**src/rtl/ssd_pkg.sv**
```systemverilog
// Shared definitions for the seven-segment display path: the active-low
// segment patterns used by the encoder, the digit count and the capture
// state encoding.
package ssd_pkg;

    localparam int NUM_DIGITS = 4;

    // Active-low segment patterns, bit 6 = segment a ... bit 0 = segment g.
    localparam logic [6:0] SS_0 = 7'h01;
    localparam logic [6:0] SS_1 = 7'h4F;
    localparam logic [6:0] SS_2 = 7'h12;
    localparam logic [6:0] SS_3 = 7'h06;
    localparam logic [6:0] SS_4 = 7'h4C;
    localparam logic [6:0] SS_5 = 7'h24;
    localparam logic [6:0] SS_6 = 7'h20;
    localparam logic [6:0] SS_7 = 7'h0F;
    localparam logic [6:0] SS_8 = 7'h00;
    localparam logic [6:0] SS_9 = 7'h04;
    localparam logic [6:0] SS_A = 7'h08;
    localparam logic [6:0] SS_B = 7'h60;
    localparam logic [6:0] SS_C = 7'h31;
    localparam logic [6:0] SS_D = 7'h42;
    localparam logic [6:0] SS_E = 7'h30;
    localparam logic [6:0] SS_F = 7'h38;

    // Capture state encoding.
    typedef logic [1:0] state_t;
    localparam state_t IDLE   = 2'd0;
    localparam state_t SETTLE = 2'd1;
    localparam state_t HOLD   = 2'd2;

    // True when exactly one active-low digit enable is asserted.
    function automatic logic one_low(input logic [NUM_DIGITS-1:0] ctl);
        logic [NUM_DIGITS-1:0] inv;
        inv = ~ctl;
        return (inv != '0) && ((inv & (inv - 1'b1)) == '0);
    endfunction

endpackage

```
**src/rtl/ssd_decode.sv**
```systemverilog
// Seven-segment pattern to hex nibble; exact inverse of the encoder table.
// Unrecognised patterns report valid=0 with nibble 0.
module ssd_decode
    import ssd_pkg::*;
(
    input  logic [6:0] pattern,
    output logic       valid,
    output logic [3:0] nibble
);

    // Table lookup against the sixteen encoder patterns.
    always_comb begin
        valid  = 1'b1;
        nibble = 4'h0;
        case (pattern)
            SS_0:    nibble = 4'h0;
            SS_1:    nibble = 4'h1;
            SS_2:    nibble = 4'h2;
            SS_3:    nibble = 4'h3;
            SS_4:    nibble = 4'h4;
            SS_5:    nibble = 4'h5;
            SS_6:    nibble = 4'h6;
            SS_7:    nibble = 4'h7;
            SS_8:    nibble = 4'h8;
            SS_9:    nibble = 4'h9;
            SS_A:    nibble = 4'hA;
            SS_B:    nibble = 4'hB;
            SS_C:    nibble = 4'hC;
            SS_D:    nibble = 4'hD;
            SS_E:    nibble = 4'hE;
            SS_F:    nibble = 4'hF;
            default: valid  = 1'b0;
        endcase
    end

endmodule

```
**src/rtl/ssd_capture.sv**
```systemverilog
// Seven-segment bus capture: samples a multiplexed 4-digit display bus,
// waits for each digit to be stable, decodes it and publishes complete
// frames with a one-cycle frame_valid pulse.
module ssd_capture
    import ssd_pkg::*;
#(
    parameter int STABLE_CYCLES = 4,
    parameter int CNT_W         = 8
) (
    input  logic        clk,
    input  logic        rst_n,
    input  logic [3:0]  ssd_ctl,
    input  logic [7:0]  segs,
    output logic [15:0] hex_out,
    output logic [3:0]  dots,
    output logic [3:0]  err,
    output logic        frame_valid
);

    localparam logic [CNT_W-1:0] CNT_LAST = CNT_W'(STABLE_CYCLES - 1);

    logic [3:0]       ctl_q, ctl_p;
    logic [7:0]       segs_q, segs_p;
    logic             change;
    logic             sel_valid;
    state_t           state;
    logic [CNT_W-1:0] cnt;
    logic             capture;
    logic [3:0]       cap_bits;
    logic             dec_valid;
    logic [3:0]       dec_nibble;
    logic [15:0]      slot_hex;
    logic [3:0]       slot_dot;
    logic [3:0]       slot_err;
    logic [3:0]       seen;

    // Register the pins, then keep one more copy for change detection.
    always_ff @(posedge clk or negedge rst_n) begin
        if (!rst_n) begin
            ctl_q  <= 4'hF;
            segs_q <= 8'hFF;
            ctl_p  <= 4'hF;
            segs_p <= 8'hFF;
        end else begin
            ctl_q  <= ssd_ctl;
            segs_q <= segs;
            ctl_p  <= ctl_q;
            segs_p <= segs_q;
        end
    end

    assign change    = (ctl_q != ctl_p) || (segs_q != segs_p);
    assign sel_valid = one_low(ctl_q);

    // SETTLE is only entered on a valid select and left on any change, so
    // the select is still valid when the counter expires.
    assign capture = (state == SETTLE) && !change && (cnt == CNT_LAST);

    // Stability tracking: count unchanged cycles, capture once, then hold.
    always_ff @(posedge clk or negedge rst_n) begin
        if (!rst_n) begin
            state <= IDLE;
            cnt   <= '0;
        end else begin
            case (state)
                IDLE: begin
                    cnt <= '0;
                    if (change && sel_valid)
                        state <= SETTLE;
                end
                SETTLE: begin
                    if (change) begin
                        cnt   <= '0;
                        state <= sel_valid ? SETTLE : IDLE;
                    end else if (cnt == CNT_LAST) begin
                        cnt   <= '0;
                        state <= HOLD;
                    end else begin
                        cnt <= cnt + 1'b1;
                    end
                end
                HOLD: begin
                    cnt <= '0;
                    if (change)
                        state <= sel_valid ? SETTLE : IDLE;
                end
                default: begin
                    cnt   <= '0;
                    state <= IDLE;
                end
            endcase
        end
    end

    ssd_decode u_decode (
        .pattern (segs_q[7:1]),
        .valid   (dec_valid),
        .nibble  (dec_nibble)
    );

    // Per-digit slots: written only by a capture addressing that digit.
    generate
        for (genvar gi = 0; gi < NUM_DIGITS; gi++) begin : g_slot
            assign cap_bits[gi] = capture & ~ctl_q[gi];

            // Store decoded nibble, error flag and dot for digit gi.
            always_ff @(posedge clk or negedge rst_n) begin
                if (!rst_n) begin
                    slot_hex[4*gi +: 4] <= 4'h0;
                    slot_err[gi]        <= 1'b0;
                    slot_dot[gi]        <= 1'b0;
                end else if (cap_bits[gi]) begin
                    slot_hex[4*gi +: 4] <= dec_valid ? dec_nibble : 4'h0;
                    slot_err[gi]        <= ~dec_valid;
                    slot_dot[gi]        <= ~segs_q[0];
                end
            end
        end
    endgenerate

    // Publish the slots once every digit has been seen; a capture on the
    // publishing edge starts the next frame rather than being lost.
    always_ff @(posedge clk or negedge rst_n) begin
        if (!rst_n) begin
            hex_out     <= 16'h0;
            dots        <= 4'h0;
            err         <= 4'h0;
            frame_valid <= 1'b0;
            seen        <= 4'h0;
        end else begin
            frame_valid <= 1'b0;
            if (seen == 4'hF) begin
                hex_out     <= slot_hex;
                dots        <= slot_dot;
                err         <= slot_err;
                frame_valid <= 1'b1;
                seen        <= cap_bits;
            end else begin
                seen <= seen | cap_bits;
            end
        end
    end

endmodule

```
**config.mk**
```make
export PLATFORM = sky130hd
export DESIGN_NAME = ssd_capture
export DESIGN_NICKNAME = d
export VERILOG_FILES = /design/src/rtl/ssd_pkg.sv /design/src/rtl/ssd_decode.sv /design/src/rtl/ssd_capture.sv
export SDC_FILE = /design/constraint.sdc
export NUM_CORES = 1
export LEC_CHECK = 0
export ABC_CLOCK_PERIOD_IN_PS = 2500
export BUFFER_PORTS_ARGS = -buffer_cell sky130_fd_sc_hd__buf_2
export CAP_MARGIN = 10
export CORE_ASPECT_RATIO = 1.4
export CORE_UTILIZATION = 50
export DETAILED_ROUTE_END_ITERATION = 8
export GPL_TIMING_DRIVEN = 0
export PLACE_DENSITY = 0.7
export SLEW_MARGIN = 30
export SYNTH_ARGS = -nofsm -noshare
export SYNTH_HDL_FRONTEND = slang
export SYNTH_SLANG_ARGS = --single-unit
export TNS_END_PERCENT = 50
```
**constraint.sdc**
```tcl
create_clock -name clk -period 2.5 [get_ports clk]
set_input_delay 0.5 -clock clk [delete_from_list [all_inputs] [get_ports clk]]
set_output_delay 0.5 -clock clk [all_outputs]
set_load 0.05 [all_outputs]
```
After elaboration in Yosys (flattened, before gate mapping)
Cells that the tools add are included.
- output and inout bits: 25
- register bits: 87
- logic and storage cells: 88
- reductions and logical operators: 12
- eq/ne operators: 24
- multiplexer cells: 14
- bitwise operators: 13
- $add $sub $neg: 2
- operators by type and width (kind ; number):
    4-bit case mux with 15 select lines ; 1
    7-bit by 6-bit == test with 1-bit output, second input constant ; 5
    7-bit == test, second input constant ; 4
    8-bit 2-to-1 mux ; 3
    16-bit OR reduction ; 1
    7-bit by 3-bit == test with 1-bit output, second input constant ; 2
    7-bit by 4-bit == test with 1-bit output, second input constant ; 2
    8-bit by 1-bit adder with 8-bit output, second input constant ; 1
    8-bit by 2-bit == test with 1-bit output, second input constant ; 1
    2-bit 2-to-1 mux ; 4
    4-bit 2-to-1 mux ; 2
    8-bit inequality test ; 1
    7-bit by 1-bit == test with 1-bit output, second input constant ; 1
    7-bit by 5-bit == test with 1-bit output, second input constant ; 1
    7-bit logical NOT ; 1
    1-bit inverter ; 6
    2-bit case mux with 3 select lines ; 1
    1-bit AND ; 4
    4-bit AND ; 1
    4-bit == test, second input constant ; 1
    1-bit logical AND ; 4
    4-bit logical NOT ; 1
    2-bit inequality test, second input constant ; 2
    4-bit inequality test ; 1
    other kinds (12) ; 14

Depth between registers and ports, before layout
Gate-level depths: netlist of the first run.
- depth after elaboration: 8
- depth in mapped cells: 7

Cells and area by module
Synthesis of the first run repeated with hierarchy kept, for this count alone.
- cells, all modules: 318
- area, all modules: 3728.6 sq um
- by module, submodules not included (module ; times used ; area each (sq um) ; seq. area each (sq um) ; cells each):
    ssd_capture ; 1 ; 3370.7 ; 2207.1 ; 265
    ssd_decode ; 1 ; 357.8 ; 0.0 ; 53

Worst setup path after synthesis of the first run
Ideal clock, no wire load.
- path kind: flip-flop to flip-flop
- start: register cnt[0]
- end: register slot_err[1]
- arrival: 2.112 ns
- required time: 2.375 ns
- clock period less this slack: 2.237 ns
- cell stages (with the launch flop): 7
- slack: 0.263 ns
- setup time: 0.125 ns
- path buffers: 0
- cell sequence: dfrtp_1 ha_1 or4b_4 nor4_4 nand3b_4 nor3_4 mux2_2
- longest elaborated chain between the ends: 3
- RTL lines (item ; RTL line ; source):
    start: declaration ; ssd_capture.sv:27 ; logic [CNT_W-1:0] cnt;
    start signal: assignment ; ssd_capture.sv:79 ; cnt <= cnt + 1'b1;
    8-bit by 2-bit == test with 1-bit output ; ssd_capture.sv:57 ; assign capture = (state == SETTLE) && !change && (cnt == CNT_LAST);
    1-bit logical AND ; ssd_capture.sv:57 ;
    1-bit AND ; ssd_capture.sv:104 ; assign cap_bits[gi] = capture & ~ctl_q[gi];
    end signal: indexed assignment ; ssd_capture.sv:114 ; slot_err[gi] <= ~dec_valid;
    end: declaration ; ssd_capture.sv:34 ; logic [3:0] slot_err;
No other way between the ends.
A chain may end at the register's enable or synchronous reset.

Worst setup path in the final report of the first run
- start: register cnt[1]
- end: register slot_hex[3]
- longest elaborated chain between the ends: 3
- RTL lines (item ; RTL line ; source):
    8-bit by 2-bit == test with 1-bit output ; ssd_capture.sv:57 ;
    1-bit logical AND ; ssd_capture.sv:57 ;
    1-bit AND ; ssd_capture.sv:104 ;
    end signal: indexed assignment ; ssd_capture.sv:113 ; slot_hex[4*gi +: 4] <= dec_valid ? dec_nibble : 4'h0;
    end: declaration ; ssd_capture.sv:32 ; logic [15:0] slot_hex;
No other way between the ends.

==> flow_metrics.env, run 1 <==
export IMPL_outcome="finished clean"
export IMPL_cts_root_buf="clkbuf_8"
export IMPL_synth_seq_cells=87
export IMPL_core_area_mm2=0.00703
export IMPL_syn_area_per_cell_um2=12.0
export IMPL_routed_wl_um=6410
export IMPL_h_tree_depth=3
export IMPL_synth_nets=321
export IMPL_fillers=600
export IMPL_grt_max_degree=48
export IMPL_slew_headroom_pct=55.1
export IMPL_crit_slowest_cell="or4b_4"
export IMPL_post_route_period_util_pct=99.8
export IMPL_initial_core_util_pct=52.4
export IMPL_cts_sinks=87
export IMPL_multi_input_area_mm2=0.00142
export IMPL_grt_total_usage_pct=18.9
export IMPL_antenna_found_initial=0
export IMPL_drv_cap=0
export IMPL_power_leakage_nw=2.18
export IMPL_wl_per_cell_um=13.7
export IMPL_cts_path_max_buffers=2
export IMPL_synth_seq_area_share_pct=59.9
export IMPL_fin_skew_ps=10.1
export IMPL_max_vdd_ir_drop_uv=437
export IMPL_synth_warnings=0
export IMPL_cts_tree="done"
export IMPL_dr_pass1_iters=4
export IMPL_drive_gt1_share_pct=34.4
export IMPL_cts_buffers=9
export IMPL_antenna_left=0
export IMPL_synth_top_flop_cell="dfrtp_1"
export IMPL_tightest_slew_ps=663
export IMPL_ios=39
export IMPL_crit_required_ps=2740
export IMPL_hold_viol=0
export IMPL_place_congestion=0.937
export IMPL_crit_chain="ha_4, or4b_4, nor4_4, nand3b_4, nor3_4, buf_12, mux2_2"
export IMPL_grt_pass1_vias=2279
export IMPL_setup_ws_ps=5.10
export IMPL_layout_common_cells="nand2_1, dfrtp_1, buf_2, dfstp_2, xor2_1"
export IMPL_cp_arrival_ps=2740
export IMPL_ff_latch_area_mm2=0.00221
export IMPL_cp_start_kind="register"
export IMPL_hold_path_class="in -> async"
export IMPL_cpPeakStageDelay_ps=470
export IMPL_antenna_diode_count=0
export IMPL_synth_edf_count=0
export IMPL_path_max_fanout=7
export IMPL_drt_initial_drc_count=116
export IMPL_die_h_um=104
export IMPL_drt_drc_violations_left=0
export IMPL_mappedNetlistArea_mm2=0.00368
export IMPL_async_reset_ff_share_pct=100
export IMPL_yosysUniqueCellTypes=52
export IMPL_rows=36
export IMPL_grt_pass1_wl_um=10900
export IMPL_cts_clk_slew_worst_paths_ps=80
export IMPL_via_count=2360
export IMPL_dieWidth_um=74.5
export IMPL_powerDensity_mw_per_mm2=554
export IMPL_critPathBufInv=1
export IMPL_clk_latency_ps=350
export IMPL_dp_hpwl_um=4350
export IMPL_vias_per_cell=5.05
export IMPL_port_buffers=38
export IMPL_area_growth_syn_to_layout_pct=17.8
export IMPL_final_common_cell="nand2_1"
export IMPL_min_period_ps=2490
export IMPL_end_kind="register"
export IMPL_post_place_ws_ps=-7.96
export IMPL_drv_slew=0
export IMPL_rsz0062_at_grt="true"
export IMPL_path_class="reg -> reg"
export IMPL_grt_overflow=0
export IMPL_setup_viol=0
export IMPL_max_freq_ghz=0.401
export IMPL_synthCells=306
export IMPL_path_delay_family="simple AND/OR/NAND/NOR gates"
export IMPL_power_total_mw=2.40
export IMPL_die_area_mm2=0.00772
export IMPL_nNetsFinal=382
## what timing repair did
item | 4_1_cts | 5_1_grt
setup buffers | 4 | 7
pin swaps | 2 | 7
endpoints found under the setup margin | 12 | 20
hold buffers | 0 | 0
resized for setup | 1 | 10
## cells in the mapped netlist (4+ instances only)
| cell | instances | area share, % |
|---|---|---|
| mux2_2 | 20 | 6.1 |
| o21ai_0 | 9 | 1.2 |
| mux2i_1 | 5 | 1.4 |
| nor3_4 | 4 | 1.8 |
| a21o_1 | 4 | 0.82 |
| clkbuf_1 | 10 | 1.0 |
| dfrtp_1 | 63 | 43 |
| nand3_1 | 8 | 1.1 |
| inv_1 | 8 | 0.82 |
| nor2_1 | 9 | 0.92 |
| xor2_1 | 19 | 4.5 |
| nand2_1 | 66 | 6.7 |
| dfstp_2 | 24 | 17 |
## per-stage QoR
| step | TNS (ps) | cell area [µm²] | cells | hold WS, ps | utilization (%) |
|---|---|---|---|---|---|
| 3_5_place_dp | -18.8 | 4030 | 440 | 356 | 57.3 |
| 6_report | 0 | 4340 | 467 | 49.0 | 61.8 |
| 4_1_cts | 0 | 4240 | 460 | 40.9 | 60.3 |
| 2_1_floorplan | 0 | 3680 | 306 | 204 | - |
| 3_3_place_gp | 0 | 3990 | 439 | 355 | 56.8 |
| 5_1_grt | -638 | 4340 | 467 | 56.5 | 61.8 |
## sequential cells by signal (all words and copies together), names as in the netlist
register	cells
hex_out	16
slot_err	4
dots	4
slot_dot	4
segs_q	8
err	4
cnt	8
ctl_p	4
slot_hex	16
state	2
seen	4
frame_valid	1
segs_p	8
ctl_q	4
## cell type report
type	count	share of cell area [%]
Clock inverter	3	0.346
Sequential cell	87	50.9
Inverter	8	0.692
Timing Repair Buffer	50	8.01
Tap cell	95	2.74
Multi-Input combinational cell	198	32.6
Clock buffer	13	3.20
Buffer	13	1.50
## power breakdown
| group | switching (mW) | total [mW] | internal, mW | leakage (nW) |
|---|---|---|---|---|
| Sequential | 0.0235 | 1.47 | 1.44 | 1.13 |
| Clock | 0.453 | 0.811 | 0.358 | 0.0812 |
| Combinational | 0.0783 | 0.126 | 0.0479 | 0.969 |
## path summary, 6_finish.rpt
path                       cells past startpoint  slack, ps          end       from
min reg2reg                                    0        370    segs_p[1]  segs_q[1]
min                                            1         50  hex_out[13]      rst_n
max in group asynchronous                      2       1860    segs_p[4]      rst_n
min in group clk                               1        240    segs_q[4]    segs[4]
max reg2reg                                    7          5  slot_hex[3]     cnt[1]
max                                            7          5  slot_hex[3]     cnt[1]
## routing by layer
layer / GRT usage, % / vias up / routed length [µm]
met4: 7.82 / 0 / 106
met5: 0 / - / 0
met1: 25.0 / 1140 / 2900
met2: 28.8 / 53 / 3160
li1: - / 1157 / -
met3: 5.64 / 10 / 242
## cell families (layout without fill, tap and decap cells)
| family | count (synthesis) | in the layout | synth area share, % |
|---|---|---|---|
| AOI/OAI and AO/OA | 29 | 29 | 5.30 |
| muxes | 25 | 25 | 7.47 |
| DFF | 87 | 87 | 59.9 |
| adders and majority gates | 1 | 1 | 0.340 |
| buffers and inverters | 21 | 87 | 2.58 |
| xor gates and xnor gates | 20 | 20 | 4.76 |
| and+or+nand+nor | 123 | 123 | 19.6 |
Note: power is estimated with default switching activity, not from simulation.
==> inputs of run 2 (changes only) <==
CORE_UTILIZATION = 58   (was 50)
PLACE_DENSITY = 0.79   (was 0.7)
==> flow_metrics.env, run 2 (synthesized netlist as in run 1, its figures left out) <==
export IMPL_worstRegToRegCells=7
export IMPL_clk_latency_ps=360
export IMPL_cts_sinks=87
export IMPL_crit_chain="ha_4, or4b_4, nor4_4, nand3b_4, nor3_4, buf_12, mux2_2"
export IMPL_top_regs="hex_out: 16 flops, slot_hex: 16 flops"
export IMPL_die_area_mm2=0.00668
export IMPL_grt_pass1_vias=2437
export IMPL_place_congestion=0.926
export IMPL_fin_skew_ps=14.5
export IMPL_cp_start_kind="register"
export IMPL_final_util_pct=70.7
export IMPL_path_max_fanout=6
export IMPL_end_kind="register"
export IMPL_outcome="finished clean"
export IMPL_grt_pass1_wl_um=11700
export IMPL_core_area_mm2=0.00617
export IMPL_cts_root_buf="clkbuf_8"
export IMPL_grt_overflow=0
export IMPL_antenna_found_initial=0
export IMPL_power_leakage_nw=2.21
export IMPL_min_period_ps=2360
export IMPL_rows=34
export IMPL_crit_slowest_cell="or4b_4"
export IMPL_crit_required_ps=2740
export IMPL_post_place_ws_ps=-30.5
export IMPL_holdPathStages=1
export IMPL_cpPeakStageDelay_ps=470
export IMPL_layout_common_cells="nand2_1, dfrtp_1, buf_2, dfstp_2, mux2_2"
export IMPL_port_buffers=38
export IMPL_cts_buffers=9
export IMPL_nNetsFinal=382
export IMPL_setup_viol=0
export IMPL_hold_viol=0
export IMPL_cts_tree="done"
export IMPL_path_class="reg -> reg"
export IMPL_fin_cells=444
export IMPL_die_h_um=96.3
export IMPL_max_freq_ghz=0.425
export IMPL_cts_clk_slew_worst_paths_ps=90
export IMPL_powerDensity_mw_per_mm2=613
export IMPL_reg2reg_slack_ps=140
export IMPL_dp_hpwl_um=4570
export IMPL_wl_per_cell_um=15.3
export IMPL_fillers=420
export IMPL_grt_total_usage_pct=22.9
export IMPL_antenna_diode_count=0
export IMPL_hold_path_class="in -> reg"
export IMPL_dp_cells=417
export IMPL_post_route_period_util_pct=94.2
export IMPL_routed_wl_um=6800
export IMPL_setup_ws_ps=145
export IMPL_drt_initial_drc_count=103
export IMPL_area_growth_syn_to_layout_pct=18.4
export IMPL_final_common_cell="nand2_1"
export IMPL_initial_core_util_pct=59.7
export IMPL_cp_arrival_ps=2600
export IMPL_via_count=2395
export IMPL_grt_max_degree=63
export IMPL_drive_gt1_share_pct=35.2
export IMPL_min_to="segs_q[3]"
export IMPL_slew_headroom_pct=55.1
export IMPL_drv_cap=0
export IMPL_rsz0062_at_grt="false"
export IMPL_dr_pass1_iters=4
export IMPL_dieWidth_um=69.4
export IMPL_cts_path_max_buffers=2
export IMPL_h_tree_depth=3
export IMPL_drt_drc_violations_left=0
export IMPL_max_vdd_ir_drop_uv=591
export IMPL_min_delay_start="segs[3]"
export IMPL_reg2reg_from="cnt[0]"
export IMPL_whs_ps=237
export IMPL_tightest_slew_ps=662
export IMPL_worstReg2RegEnd="slot_err[1]"
export IMPL_drv_slew=0
export IMPL_antenna_left=0
export IMPL_ios=39
export IMPL_vias_per_cell=5.39
-- run 2: worst max-delay path by stage --
stage	startpoint	end	slack, ps	depth (start not counted)
after floorplan	cnt[0]	slot_err[1]	260	6
after global placement	cnt[0]	slot_err[0]	40	6
after detailed placement	cnt[0]	slot_hex[7]	-30	6
after CTS	cnt[1]	slot_hex[2]	6	7
after global routing	cnt[0]	slot_hex[2]	20	7
final	cnt[0]	slot_err[1]	140	7
-- run 2: worst max-delay path, delay by kind of cell, from the launching register on --
kind,cells,cell delay [ps]
flip-flops,1,400
multiplexers,1,330
buffers and inverters,1,140
AND/OR/NAND/NOR,4,1190
adder cells (fa/ha/maj),1,170
-- run 2: per-stage QoR --
step / total power, mW / TNS, ps / cell area, µm²
3_3_place_gp: 1.61 / 0 / 3960
3_5_place_dp: 1.62 / -360 / 4000
5_1_grt: 2.77 / 0 / 4360
6_report: 2.67 / 0 / 4360
2_1_floorplan: 1.56 / 0 / 3680
4_1_cts: 2.69 / 0 / 4350
-- run 2: final cells by class --
cell class                 instances  area (µm²)  area share (%)
clock inverter                     6        83.8            1.92
clock buffer                      10         138            3.16
sequential                        87        2210            50.6
timing repair buffer              50         347            7.95
buffer                            13        65.1            1.49
inverter                           8        30.0           0.689
multi-input combinational        198        1400            32.1
tap                               72        90.1            2.07
-- run 2: report_power, final --
part / internal (mW) / total (mW) / leakage (nW) / switching (mW)
sequential: 1.44 / 1.47 / 1.13 / 0.0241
combinational: 0.0492 / 0.130 / 0.963 / 0.0804
clock: 0.587 / 1.07 / 0.116 / 0.488
-- run 2: what timing repair did --
action	4_1_cts	5_1_grt
setup endpoints to repair	20	21
hold endpoints to repair	6	0
gates cloned	0	0
buffers inserted	10	0
hold buffers	1	0
pin swaps	5	1
gates resized for setup	2	1
-- run 2: per-layer routing --
layer  global-route usage [%]  share of wire, %  vias up
li1                         -                 -     1152
met1                     28.1                43     1178
met2                     39.7                52       56
met3                     3.98               3.6        9
met4                     10.4               1.3        0
met5                        0                 0        -
